## config.mk

```make
export PLATFORM = sky130hd
export DESIGN_NAME = pc_redirect_unit_flat
export DESIGN_NICKNAME = d
export VERILOG_FILES = /design/src/rtl/pc_redirect_if.sv /design/src/rtl/pc_redirect_unit.sv /design/src/flat_wrapper.sv
export SDC_FILE = /design/constraint.sdc
export NUM_CORES = 1
export LEC_CHECK = 0
export ABC_AREA = 1
export CELL_PAD_IN_SITES_DETAIL_PLACEMENT = 1
export CELL_PAD_IN_SITES_GLOBAL_PLACEMENT = 2
export CORE_UTILIZATION = 24
export DETAILED_ROUTE_END_ITERATION = 10
export PLACE_DENSITY = 0.79
export SETUP_SLACK_MARGIN = 0.5
export SLEW_MARGIN = 20
export SYNTH_ARGS = -nofsm -noshare
export SYNTH_HDL_FRONTEND = slang
export SYNTH_SLANG_ARGS = --single-unit
export TNS_END_PERCENT = 5
```

## constraint.sdc

```tcl
create_clock -name clk -period 2.69 [get_ports clk]
set_input_delay 0.269 -clock clk [delete_from_list [all_inputs] [get_ports clk]]
set_output_delay 0.269 -clock clk [all_outputs]
set_load 0.05 [all_outputs]
```

## src/rtl/pc_redirect_if.sv

```systemverilog
// Bundle between decode/branch-resolution logic and the PC redirect unit.
// The master drives resolution strobes; the slave returns PC, flush and statistics.
interface pc_redirect_if #(
    parameter int unsigned CNT_W = 16
);
    logic             stall;
    logic             branch_valid;
    logic             branch_type;
    logic             zero;
    logic [31:0]      branch_target;
    logic             jump_valid;
    logic [31:0]      jump_target;
    logic [31:0]      pc;
    logic [31:0]      pc_next;
    logic             flush;
    logic [CNT_W-1:0] branch_cnt;
    logic [CNT_W-1:0] taken_cnt;
    logic             misalign_err;

    modport master (
        output stall, branch_valid, branch_type, zero, branch_target, jump_valid, jump_target,
        input  pc, pc_next, flush, branch_cnt, taken_cnt, misalign_err
    );

    modport slave (
        input  stall, branch_valid, branch_type, zero, branch_target, jump_valid, jump_target,
        output pc, pc_next, flush, branch_cnt, taken_cnt, misalign_err
    );
endinterface

```

## src/rtl/pc_redirect_unit.sv

```systemverilog
// PC register and branch resolution: selects jump > taken branch > PC+4, raises a
// timed flush after each redirect, and keeps saturating branch statistics.
module pc_redirect_unit #(
    parameter logic [31:0] RESET_PC     = 32'h0000_0000,
    parameter int unsigned FLUSH_CYCLES = 2,
    parameter int unsigned CNT_W        = 16
) (
    input logic          clk,
    input logic          rst,
    pc_redirect_if.slave bus
);
    localparam int unsigned FC_W = (FLUSH_CYCLES < 2) ? 1 : $clog2(FLUSH_CYCLES + 1);

    typedef enum logic {RUN, FLUSH} state_t;

    state_t           state, state_nx;
    logic [FC_W-1:0]  fcnt, fcnt_nx;
    logic [31:0]      pc_q, pc_nx;
    logic [CNT_W-1:0] branch_cnt_q, taken_cnt_q;
    logic             misalign_q;
    logic             accept, taken, redirect;
    logic [31:0]      target_sel;

    always_comb begin
        accept     = !bus.stall && (state == RUN);
        taken      = bus.branch_valid && (bus.zero ^ bus.branch_type);
        redirect   = accept && (bus.jump_valid || taken);
        target_sel = bus.jump_valid ? bus.jump_target : bus.branch_target;

        if (bus.stall)
            pc_nx = pc_q;
        else if (redirect)
            pc_nx = {target_sel[31:2], 2'b00};
        else
            pc_nx = pc_q + 32'd4;
    end

    always_comb begin
        state_nx = state;
        fcnt_nx  = fcnt;
        case (state)
            RUN: begin
                if (redirect) begin
                    state_nx = FLUSH;
                    fcnt_nx  = FC_W'(FLUSH_CYCLES);
                end
            end
            FLUSH: begin
                if (!bus.stall) begin
                    fcnt_nx = fcnt - 1'b1;
                    if (fcnt_nx == '0)
                        state_nx = RUN;
                end
            end
            default: state_nx = RUN;
        endcase
    end

    always_ff @(posedge clk or posedge rst) begin
        if (rst) begin
            state <= RUN;
            fcnt  <= '0;
            pc_q  <= RESET_PC;
        end else begin
            state <= state_nx;
            fcnt  <= fcnt_nx;
            pc_q  <= pc_nx;
        end
    end

    // Counters stick at all-ones; misalign flag is cleared only by reset.
    always_ff @(posedge clk or posedge rst) begin
        if (rst) begin
            branch_cnt_q <= '0;
            taken_cnt_q  <= '0;
            misalign_q   <= 1'b0;
        end else begin
            if (accept && bus.branch_valid && (branch_cnt_q != '1))
                branch_cnt_q <= branch_cnt_q + 1'b1;
            if (redirect && (taken_cnt_q != '1))
                taken_cnt_q <= taken_cnt_q + 1'b1;
            if (redirect && (target_sel[1:0] != 2'b00))
                misalign_q <= 1'b1;
        end
    end

    assign bus.pc           = pc_q;
    assign bus.pc_next      = pc_nx;
    assign bus.flush        = (state == FLUSH);
    assign bus.branch_cnt   = branch_cnt_q;
    assign bus.taken_cnt    = taken_cnt_q;
    assign bus.misalign_err = misalign_q;
endmodule
```

## src/flat_wrapper.sv

```systemverilog
// flat-port wrapper written by rule: the top's interface ports become plain ports
module pc_redirect_unit_flat 
#(
    parameter logic [31:0] RESET_PC     = 32'h0000_0000,
    parameter int unsigned FLUSH_CYCLES = 2,
    parameter int unsigned CNT_W        = 16
)
  (clk, rst, bus_stall, bus_branch_valid, bus_branch_type, bus_zero, bus_branch_target, bus_jump_valid, bus_jump_target, bus_pc, bus_pc_next, bus_flush, bus_branch_cnt, bus_taken_cnt, bus_misalign_err);
  pc_redirect_if #(.CNT_W(CNT_W)) bus_i ();
  input logic clk;
  input logic rst;
  input wire logic [$bits(bus_i.stall)-1:0] bus_stall;
  input wire logic [$bits(bus_i.branch_valid)-1:0] bus_branch_valid;
  input wire logic [$bits(bus_i.branch_type)-1:0] bus_branch_type;
  input wire logic [$bits(bus_i.zero)-1:0] bus_zero;
  input wire logic [$bits(bus_i.branch_target)-1:0] bus_branch_target;
  input wire logic [$bits(bus_i.jump_valid)-1:0] bus_jump_valid;
  input wire logic [$bits(bus_i.jump_target)-1:0] bus_jump_target;
  output wire logic [$bits(bus_i.pc)-1:0] bus_pc;
  output wire logic [$bits(bus_i.pc_next)-1:0] bus_pc_next;
  output wire logic [$bits(bus_i.flush)-1:0] bus_flush;
  output wire logic [$bits(bus_i.branch_cnt)-1:0] bus_branch_cnt;
  output wire logic [$bits(bus_i.taken_cnt)-1:0] bus_taken_cnt;
  output wire logic [$bits(bus_i.misalign_err)-1:0] bus_misalign_err;
  assign bus_i.stall = bus_stall;
  assign bus_i.branch_valid = bus_branch_valid;
  assign bus_i.branch_type = bus_branch_type;
  assign bus_i.zero = bus_zero;
  assign bus_i.branch_target = bus_branch_target;
  assign bus_i.jump_valid = bus_jump_valid;
  assign bus_i.jump_target = bus_jump_target;
  assign bus_pc = bus_i.pc;
  assign bus_pc_next = bus_i.pc_next;
  assign bus_flush = bus_i.flush;
  assign bus_branch_cnt = bus_i.branch_cnt;
  assign bus_taken_cnt = bus_i.taken_cnt;
  assign bus_misalign_err = bus_i.misalign_err;
  pc_redirect_unit #(.RESET_PC(RESET_PC), .FLUSH_CYCLES(FLUSH_CYCLES), .CNT_W(CNT_W)) u_core (.clk(clk), .rst(rst), .bus(bus_i));
endmodule
```

# Word level (Yosys, flattened, before mapping)
# Cells that the tools add are included.
# classes
n_addsub	4
eq_ne	4
n_mux	10
bitwise	2
reduce_logical	12
# ops
operator	count
32-bit two-way mux	3
16-bit by 1-bit adder with 16-bit output (second input constant)	2
32-bit by 3-bit adder with 32-bit output (second input constant)	1
16-bit inequality test (second input constant)	2
1-bit logical AND	7
2-bit two-way mux	2
2-bit case mux with 2 select lines	1
1-bit two-way mux	3
2-bit zero test	1
2-bit by 1-bit inequality test with 1-bit output (second input constant)	1
2-bit inequality test (second input constant)	1
1-bit case mux with 2 select lines	1
2-bit AND reduction	1
2-bit nonzero test	1
2-bit by 1-bit subtractor with 2-bit output (second input constant)	1
1-bit zero test	1
1-bit logical OR	1
1-bit inverter	1
1-bit XOR	1
# word_totals
regBits	68
in_bits	71
out_inout_bits	98

# Longest topological paths before layout
# depth
ltp_word	6
depth_mapped	11
ltp_nobuf	11

# Least setup slack after synthesis
# Ideal clock, no wire load.
# synth_path
path_type	reg-to-output
start	register u_core.pc_q[3], in the netlist u_core.bus.pc[3]
end	output bus_pc_next[22]
arrival_time_ns	2.422
slack_ns	-0.001
stages_incl_launch_ff	10
cell_sequence	dfrtp_1 ha_1 nand2_1 nor2_1 nand2_2 nor2_4 nand2_1 nand2_1 nand3_1 a21oi_1
# synth_between
elab_chain_cells	3
# synth_lines
element	line	rtl
start, declared	pc_redirect_unit.sv:18	logic [31:0] pc_q, pc_nx;
start signal, assigned	pc_redirect_unit.sv:67	pc_q <= pc_nx;
32-bit by 3-bit adder with 32-bit output	pc_redirect_unit.sv:35	pc_nx = pc_q + 32'd4;
32-bit two-way mux	pc_redirect_unit.sv:32	else if (redirect)
32-bit two-way mux	pc_redirect_unit.sv:30	if (bus.stall)
end, declared	flat_wrapper.sv:20	output wire logic [$bits(bus_i.pc_next)-1:0] bus_pc_next;
# Every way passes these cells.

# Final worst setup path
# layout_path
start	register u_core.pc_q[10], in the netlist u_core.bus.pc[10]
end	output bus_pc_next[23]
# The elaborated chain is that of the path after synthesis.

==> metrics <==
number of global-route vias before repair=5554; MaxCap Viol Count=0; GP Congestion=roughly 0.82; total number of yosys warnings=0; Clock Tree Root=clkbuf_16; Final setup viols=0; routed vias/inst=between 4 and 5; Seq cells post-synth=68; hpwl dp=14.89 mm; DP Worst Slack=0.2885 ns; initial antenna violation count=0; final antenna-violating net count=0; drt pass-1 iters=4; final hold vios=0; status=finished, final reports clean; post-DR wirelength/cell=~16 µm; setup_tns=0 ns; register area=1718 µm²; fin area=7914 µm²; startpoint types=flop; sequential area share after synthesis=34.82%; WS Path Type=flop to output pin; leakage=3.589 nW; Worst-path clk slew=roughly 0.06 ns; footprint of the multi-input gates=2974 µm²; GRT overflow=0; Rows=51; worst vdd ir=0.5773 mV; CTS Hold Bufs=0; Clock Latency Late Sink=0.35 ns; placed cell areas=7253 µm²; Buffers on Ports=168; min Tclk post-route=2.266 ns; fin. max-slew vios=0; pwr/cell area=between 1000 and 1500 nW/µm²; DRC Markers=0; worst hold-check path type=primary input to asynchronous set/reset pin; top cells by area, synth=dfrtp_1 35%, nand2_1 21%, nor2_1 6.9%, inv_1 5.5%, nand3_1 5.5%; H-Tree Depth=3; core footprint=19720 µm²; diode count=0; area leader, netlist=dfrtp_1; Layout Skew=0.009613 ns; CP Capture Type=output pin; fin nets=a little over 1000; Syn Std Cell Area=4887 µm²; crit path DAT=2.00 ns; required time worst endpoint=2.42 ns; first-pass GRT wire length=29.90 mm; Die X=between 100 and 150 µm; Mapped Nets=819; CTS Buf Count=9; largest net degree at the start of global routing=33; RSZ-0062 raised after global routing=true; io pins=169; CTS tree=yes; starting density of the core=24.79%; final setup margin=around 0.42 ns; Mean Syn Cell Area=6.569 µm²; Tcrit/Tclk final=84.26%; Syn-to-layout area delta=61.93%; Max transition margin=between 50% and 60%; share of the synthesized area in the top cell type=between 30% and 40%; CTS max path bufs=2; die area=20940 µm²; Die Y=144.7 µm; DRT Wirelength=18.96 mm; crit-path max FO=6; f_max=0.4412 GHz; Synth cell types=38; layout cells sized above 1=20.30%; CTS Sinks=68; routed via count=around 5400; gr usage total=18.98%; Filler cells=2416; Syn Inst Count=744; drt first-iter violations=146; Slew @ Worst Pin=0.6035 ns
report_power, final:
group          switching [mW]  internal [mW]  total (mW)
Clock                   0.505          0.771        1.28
Sequential              0.543           1.39        1.93
Combinational            3.32           2.02        5.34
Total                    4.37           4.18        8.55
per-layer routing:
layer,vias to the layer above,share of wire [%],global-route usage (%)
met4,0,1.2,5.817
met2,113,47,30.67
met1,2549,48,25.61
met3,12,3.9,3.389
li1,2744,-,-
met5,-,0,0
logic make-up after synthesis:
family                   share of synthesized area [%]
flip-flops                                       34.82
buffers and inverters                            8.781
AND/OR/NAND/NOR                                  42.24
XOR/XNOR                                         3.584
AO/OA/AOI/OAI                                    9.550
adder cells (fa/ha/maj)                          1.024
critical path: stages, from the launching register on:
cell,delay [ns]
dfrtp_2,0.43
nand2_4,0.09
nor2_4,0.17
nand2_1,0.12
nor2_4,0.21
nand2_1,0.08
nand2_1,0.07
nand3_2,0.07
a21oi_2,0.23
buf_12,0.17
synthesized netlist by cell type (all sizes together):
cell,count
a21boi,1
nor3b,1
xor2,16
a22oi,2
nand3,58
a31oi,1
o21bai,1
nand3b,6
a21oi,14
nor3,10
o21ai,54
nand2,279
nor2,103
o31ai,1
dfrtp,68
xnor2,4
clkbuf,10
and2,2
a21o,1
nand4,12
buf,12
o211ai,5
ha,4
inv,79
state kept, by name, indices dropped and copies added (netlist names):
name and flops:
u_core.bus.misalign_err 1, u_core.bus.taken_cnt 16, u_core.fcnt 2, u_core.bus.pc 32, u_core.bus.branch_cnt 16, u_core.bus.flush 1
layout by cell type, fill, tap and decap left out, types with 2 or more instances in the layout:
| cell | synthesis | layout |
|---|---|---|
| o21ai_2 | 7 | 8 |
| clkbuf_8 | 0 | 2 |
| o21ai_0 | 23 | 23 |
| ha_1 | 4 | 3 |
| nand2_2 | 10 | 19 |
| nand4_1 | 12 | 12 |
| dfrtp_1 | 68 | 55 |
| xor2_1 | 16 | 16 |
| buf_4 | 2 | 40 |
| nor3_2 | 3 | 3 |
| inv_1 | 72 | 71 |
| nor2_4 | 6 | 10 |
| a21oi_2 | 0 | 6 |
| nand2_4 | 1 | 5 |
| nand3_2 | 4 | 7 |
| clkinvlp_4 | 0 | 2 |
| clkbuf_16 | 0 | 9 |
| nor2_2 | 7 | 12 |
| nor3_1 | 6 | 6 |
| nand3_1 | 54 | 50 |
| buf_12 | 0 | 29 |
| buf_6 | 5 | 2 |
| o211ai_1 | 5 | 5 |
| a21oi_1 | 14 | 3 |
| dfrtp_2 | 0 | 13 |
| inv_2 | 7 | 7 |
| nand3b_1 | 5 | 5 |
| nor2_1 | 90 | 81 |
| a21oi_4 | 0 | 5 |
| o21ai_1 | 24 | 23 |
| nand2_1 | 268 | 255 |
| clkdlybuf4s50_1 | 0 | 136 |
| xnor2_1 | 4 | 4 |
| a22oi_2 | 0 | 2 |
| and2_1 | 2 | 2 |
final timing paths:
kind	cells past startpoint	slack, ns	start	end
max in group asynchronous	3	1.72	rst	u_core.bus.pc[9]
hold / removal	2	0.29	rst	u_core.bus.taken_cnt[2]
hold reg to reg	2	0.47	u_core.bus.misalign_err	u_core.bus.misalign_err
min in group clk	2	0.47	u_core.bus.misalign_err	u_core.bus.misalign_err
setup reg to reg	8	0.79	u_core.bus.branch_cnt[0]	u_core.bus.branch_cnt[15]
setup / recovery	9	0.42	u_core.bus.pc[10]	bus_pc_next[23]
what timing repair did:
action                     in CTS  in global routing
setup buffers                  12                 10
hold endpoints to repair        0                  0
cloned                          0                  0
pin swaps                      11                 18
setup endpoints to repair      30                 30
resized for setup              32                 26
final cells by class:
type	count	share of cell area, %
Clock buffer	11	3.194
Clock inverter	5	0.7431
Inverter	79	3.779
Multi-Input combinational cell	575	37.58
Sequential cell	68	21.71
Tap cell	265	4.190
Timing Repair Buffer	208	28.81
through the flow:
stage	std cells	total power, mW	utilization (%)	hold slack [ns]
3_5_place_dp	1173	7.045	36.79	0.4575
6_report	1211	8.550	40.14	0.2863
5_1_grt	1211	9.018	40.14	0.3521
4_1_cts	1201	8.510	39.31	0.3090
3_3_place_gp	1173	7.007	36.79	0.4602
2_1_floorplan	744	4.876	-	0.5242
Power figures use the tool's default switching activity.
==> RTL change 1, RTL diff (same flow settings) <==
`FLUSH_CYCLES` is set to 2 in 2 places; all go to 1.
--- a/src/rtl/pc_redirect_unit.sv
+++ b/src/rtl/pc_redirect_unit.sv
@@ -2,7 +2,7 @@
 // timed flush after each redirect, and keeps saturating branch statistics.
 module pc_redirect_unit #(
     parameter logic [31:0] RESET_PC     = 32'h0000_0000,
-    parameter int unsigned FLUSH_CYCLES = 2,
+    parameter int unsigned FLUSH_CYCLES = 1,
     parameter int unsigned CNT_W        = 16
 ) (
     input logic          clk,
--- a/src/flat_wrapper.sv
+++ b/src/flat_wrapper.sv
@@ -2,7 +2,7 @@
 module pc_redirect_unit_flat 
 #(
     parameter logic [31:0] RESET_PC     = 32'h0000_0000,
-    parameter int unsigned FLUSH_CYCLES = 2,
+    parameter int unsigned FLUSH_CYCLES = 1,
     parameter int unsigned CNT_W        = 16
 )
   (clk, rst, bus_stall, bus_branch_valid, bus_branch_type, bus_zero, bus_branch_target, bus_jump_valid, bus_jump_target, bus_pc, bus_pc_next, bus_flush, bus_branch_cnt, bus_taken_cnt, bus_misalign_err);
Check against the original RTL: not equivalent (a bounded check fails within 4 cycles, from zero or initial values and one cycle with rst high).
==> RTL change 1 against the original RTL <==
  * The run now ends with design-rule violations left
  * Sequential cell count fell by 1
  * Register-to-register slack lost 0.07 ns
  * Area after synthesis down 7.7%
  * Die area fell by 7.6%
  * Sequential share of layout area is 0.78 points higher
  * Sequential power fell by 8%
  * Routed wire length down 2.6%
  * Worst setup slack worse by 0.026 ns
  * Cell area fell by 4.8%
  * Clock skew grew 0.0021 ns
  * Total power fell by 9.4%
==> RTL change 1: results (changes against the original RTL) <==
* Outcome: finished, violations left (was finished clean)
* Violated checks: design-rule violations
* PostCTS Resize Cnt at 50 (was 32)
* Number of cells on the critical path at 7 (was 9)
* Met3 wire length at 809 µm (was 746 µm)
* Mean number of vias per cell at 4.68 (was 4.47)
* Drt drc at 11 (was 0)
* Register Area at 1690 µm² (was 1720 µm²)
* Share of cells above drive strength 1 at 0.178 (was 0.203)
* Synth Net Count at 752 (was 819)
* Inverters at 59 (was 79)
* Signal buffers at 200 (was 208)
* CP Capture Point: bus_pc_next[6] (was bus_pc_next[23])
* Initial DRC count at 200 (was 146)
* Dpl hpwl at 13,700 µm (was 14,900 µm)
* Clk tree area frac at 0.0420 (was 0.0394)
* Critical R2R Capture: u_core.bus.branch_cnt[7] (was u_core.bus.branch_cnt[15])
* First-pass GRT wire length at 29,800 µm (was 29,900 µm)
* Post-synthesis sequential area ratio at 0.371 (was 0.348)
* Mean routed wirelength per cell at 16.8 µm (was 15.7 µm)
* Crit path max-delay family: buffers and inverters (was simple AND/OR/NAND/NOR gates)
* Fillers at 2,204 (was 2,416)
* Final GP Congestion at 0.835 (was 0.825)
* Worst-path fanout max at 7 (was 6)
* Synth cell types at 34 (was 38)
* CP max-delay cell: clkdlybuf4s50_1 (was dfrtp_2)
* Vias in the first global route at 5,630 (was 5,554)
* Max VDD drop at 472 µV (was 577 µV)
* Metal1 wirelength at 8230 µm (was 9080 µm)
* Multi-input comb cells at 530 (was 575)
* Largest net degree at the start of global routing at 68 (was 33)
* Compound-cell area share of the yosys netlist at 0.0873 (was 0.0955)
* Clock Power at 1.32 mW (was 1.28 mW)
* Slowest stage delay, CP at 0.62 ns (was 0.43 ns)
* Top Layer Used: met4 (unchanged)
* Sw Ratio at 0.497 (was 0.511)
* Leakage at 3.39 nW (was 3.59 nW)
* M1 GR Usage at 0.246 (was 0.256)
* Top cells by count, synth: nand2_1 (251), nor2_1 (84), dfrtp_1 (67) (was nand2_1 (268), nor2_1 (90), inv_1 (72))
* WL met2 at 9170 µm (was 8900 µm)
* Slew @ Worst Pin at 0.528 ns (was 0.603 ns)
* Comb. pwr at 4.64 mW (was 5.34 mW)
* Crit path DAT at 2.02 ns (was 2.00 ns)
* Design Power at 7.75 mW (was 8.55 mW)
* Area share of fa/ha/maj cells after synthesis at 0.00832 (was 0.0102)
* Top cells by area, synth: dfrtp_1 (37%), nand2_1 (21%), nor2_1 (7.0%) (was dfrtp_1 (35%), nand2_1 (21%), nor2_1 (6.9%))
* GR Util All Layers at 0.196 (was 0.190)
* Multi-input combinational area share at 0.362 (was 0.376)
* Synth Area in XOR/XNOR at 0.0737 (was 0.0358)
* Final Skew at 0.0117 ns (was 0.00961 ns)
* Signal buf overhead at 0.303 (was 0.288)
-- RTL change 1: cell types whose count changed after synthesis, sizes merged, moves of 4 or more --
| cell | unedited run | this run |
|---|---|---|
| inv | 79 | 59 |
| nor3 | 10 | 5 |
| xor2 | 16 | 25 |
| nand3b | 6 | 2 |
| nor2 | 103 | 92 |
| nand2 | 279 | 254 |
| o21ai | 54 | 45 |
| nand4 | 12 | 8 |
| or2 | 0 | 4 |
| xnor2 | 4 | 13 |
| nand3 | 58 | 51 |
-- RTL change 1: metrics by stage --
stage / hold WS, ns / instances / util / instance area, µm² / worst slack, ns
detailed placement: 0.462 / 1069 / 0.378 / 6880 / 0.147
global route: 0.384 / 1100 / 0.414 / 7530 / 0.286
finish: 0.335 / 1100 / 0.414 / 7530 / 0.398
floorplan: 0.455 / 678 / - / 4560 / 0.240
CTS: 0.356 / 1097 / 0.410 / 7460 / 0.394
global placement: 0.463 / 1069 / 0.378 / 6880 / 0.176
==> RTL change 2, RTL diff (config.mk and constraints unchanged) <==
Without the edit above. Make the reset (`rst`) synchronous in 2 clocked blocks.
--- a/src/rtl/pc_redirect_unit.sv
+++ b/src/rtl/pc_redirect_unit.sv
@@ -56,7 +56,7 @@
         endcase
     end
 
-    always_ff @(posedge clk or posedge rst) begin
+    always_ff @(posedge clk) begin
         if (rst) begin
             state <= RUN;
             fcnt  <= '0;
@@ -69,7 +69,7 @@
     end
 
     // Counters stick at all-ones; misalign flag is cleared only by reset.
-    always_ff @(posedge clk or posedge rst) begin
+    always_ff @(posedge clk) begin
         if (rst) begin
             branch_cnt_q <= '0;
             taken_cnt_q  <= '0;
Behaviour: differs if rst is asserted again (counterexample within 4 cycles, from zero or initial values and one cycle with rst high); with rst held inactive, the same outputs for 10 cycles.
==> RTL change 2 against the original RTL <==
  * Synthesized cell count grew 15%
  * Sequential cell count is the same
  * Clock skew shrank 0.0035 ns
  * Hold slack gained 0.17 ns
  * Worst setup slack gained 0.073 ns
  * Routed wire length grew 1.7%
  * Area after synthesis grew 1.5%
  * Via count grew 6.9%
  * Cell area shrank 1.1%
  * Highest routed layer unchanged
Power is not compared: it rests on default switching activity, and its combinational part moved more than twofold at a synthesized area within 25%.
==> RTL change 2: results (changes against the original RTL) <==
* Synth Net Count at 927 (was 819)
* Mean routed wirelength per cell at 14.8 µm (was 15.7 µm)
* Synth cell types at 39 (was 38)
* Post-synthesis mux area share at 0.00404 (was 0)
* Layout Nets at 1,102 (was 1,016)
* Max FFs per register at 32 (unchanged)
* First-pass GRT wire length at 31,100 µm (was 29,900 µm)
* Final GP Congestion at 0.799 (was 0.825)
* Dpl hpwl at 14,300 µm (was 14,900 µm)
* Worst-path fanout max at 5 (was 6)
* Via count at 5,791 (was 5,418)
* Mean Syn Cell Area at 5.82 µm² (was 6.57 µm²)
* Share of cells above drive strength 1 at 0.171 (was 0.203)
* Post-synthesis sequential area ratio at 0.274 (was 0.348)
* Area share of fa/ha/maj cells after synthesis at 0.0101 (was 0.0102)
* Outcome: finished clean (unchanged)
* GR Util All Layers at 0.185 (was 0.190)
* Fillers at 2,567 (was 2,416)
* Final Skew at 0.00615 ns (was 0.00961 ns)
* Top cells by count, synth: nand2_1 (348), inv_1 (89), nor2_1 (78) (was nand2_1 (268), nor2_1 (90), inv_1 (72))
* Vias in the first global route at 5,975 (was 5,554)
* Compound-cell area share of the yosys netlist at 0.0963 (was 0.0955)
* Slew @ Worst Pin at 0.681 ns (was 0.603 ns)
* Max Cap Violations at 0 (unchanged)
* Top_reg_cell synth: dfxtp_1 (was dfrtp_1)
* Finished Layout Cells at 1,302 (was 1,211)
* Initial DRC count at 135 (was 146)
* Largest net degree at the start of global routing at 53 (was 33)
* Synth Area in XOR/XNOR at 0.0388 (was 0.0358)
==> RTL change 2: per-stage QoR <==
stage	setup slack, ns	area, µm²	power, mW
6_report	0.497	7830	3.51
5_1_grt	0.360	7830	3.67
4_1_cts	0.475	7750	3.57
3_5_place_dp	0.393	7220	2.22
3_3_place_gp	0.419	7220	2.21
2_1_floorplan	0.450	4960	1.71
==> RTL change 2: repair_timing <==
item                       4_1_cts  5_1_grt
cloned                           2        0
setup endpoints to repair       28       31
pin swaps                        6        5
resized for setup               44       25
setup buffers                    7        3
==> RTL change 2: final cells by class <==
class,instances,area [µm²],share of cell area
Multi-Input combinational cell,658,3170,0.405
Timing Repair Buffer,195,2250,0.287
Sequential cell,68,1410,0.180
Inverter,95,357,0.0455
Tap cell,270,338,0.0432
Clock buffer,11,253,0.0323
Clock inverter,5,58.8,0.00751
==> RTL change 2: worst max-delay path, cell delays in order <==
cell,delay [ns]
clkdlybuf4s50_1,0.51
nand3_2,0.13
a21boi_4,0.24
buf_12,0.14
bufbuf_16,0.25
o211ai_1,0.11
nand2_1,0.11
buf_6,0.16
==> RTL change 2: metal layers <==
metal,global-route usage,wire (µm),vias up
met5,0,0,-
met4,0.0326,118,0
met3,0.0429,934,10
met2,0.328,9440,106
met1,0.230,8780,2684
li1,-,-,2991
==> RTL change 2: path summary, 6_finish.rpt <==
kind / slack [ns] / startpoint / endpoint / depth (start not counted)
worst min register to register: 0.46 / u_core.bus.misalign_err / u_core.bus.misalign_err / 2
worst max-delay path: 0.50 / bus_branch_valid / bus_pc_next[2] / 8
worst min-delay path: 0.46 / u_core.bus.misalign_err / u_core.bus.misalign_err / 2
worst max register to register: 0.77 / u_core.bus.branch_cnt[0] / u_core.bus.branch_cnt[0] / 8
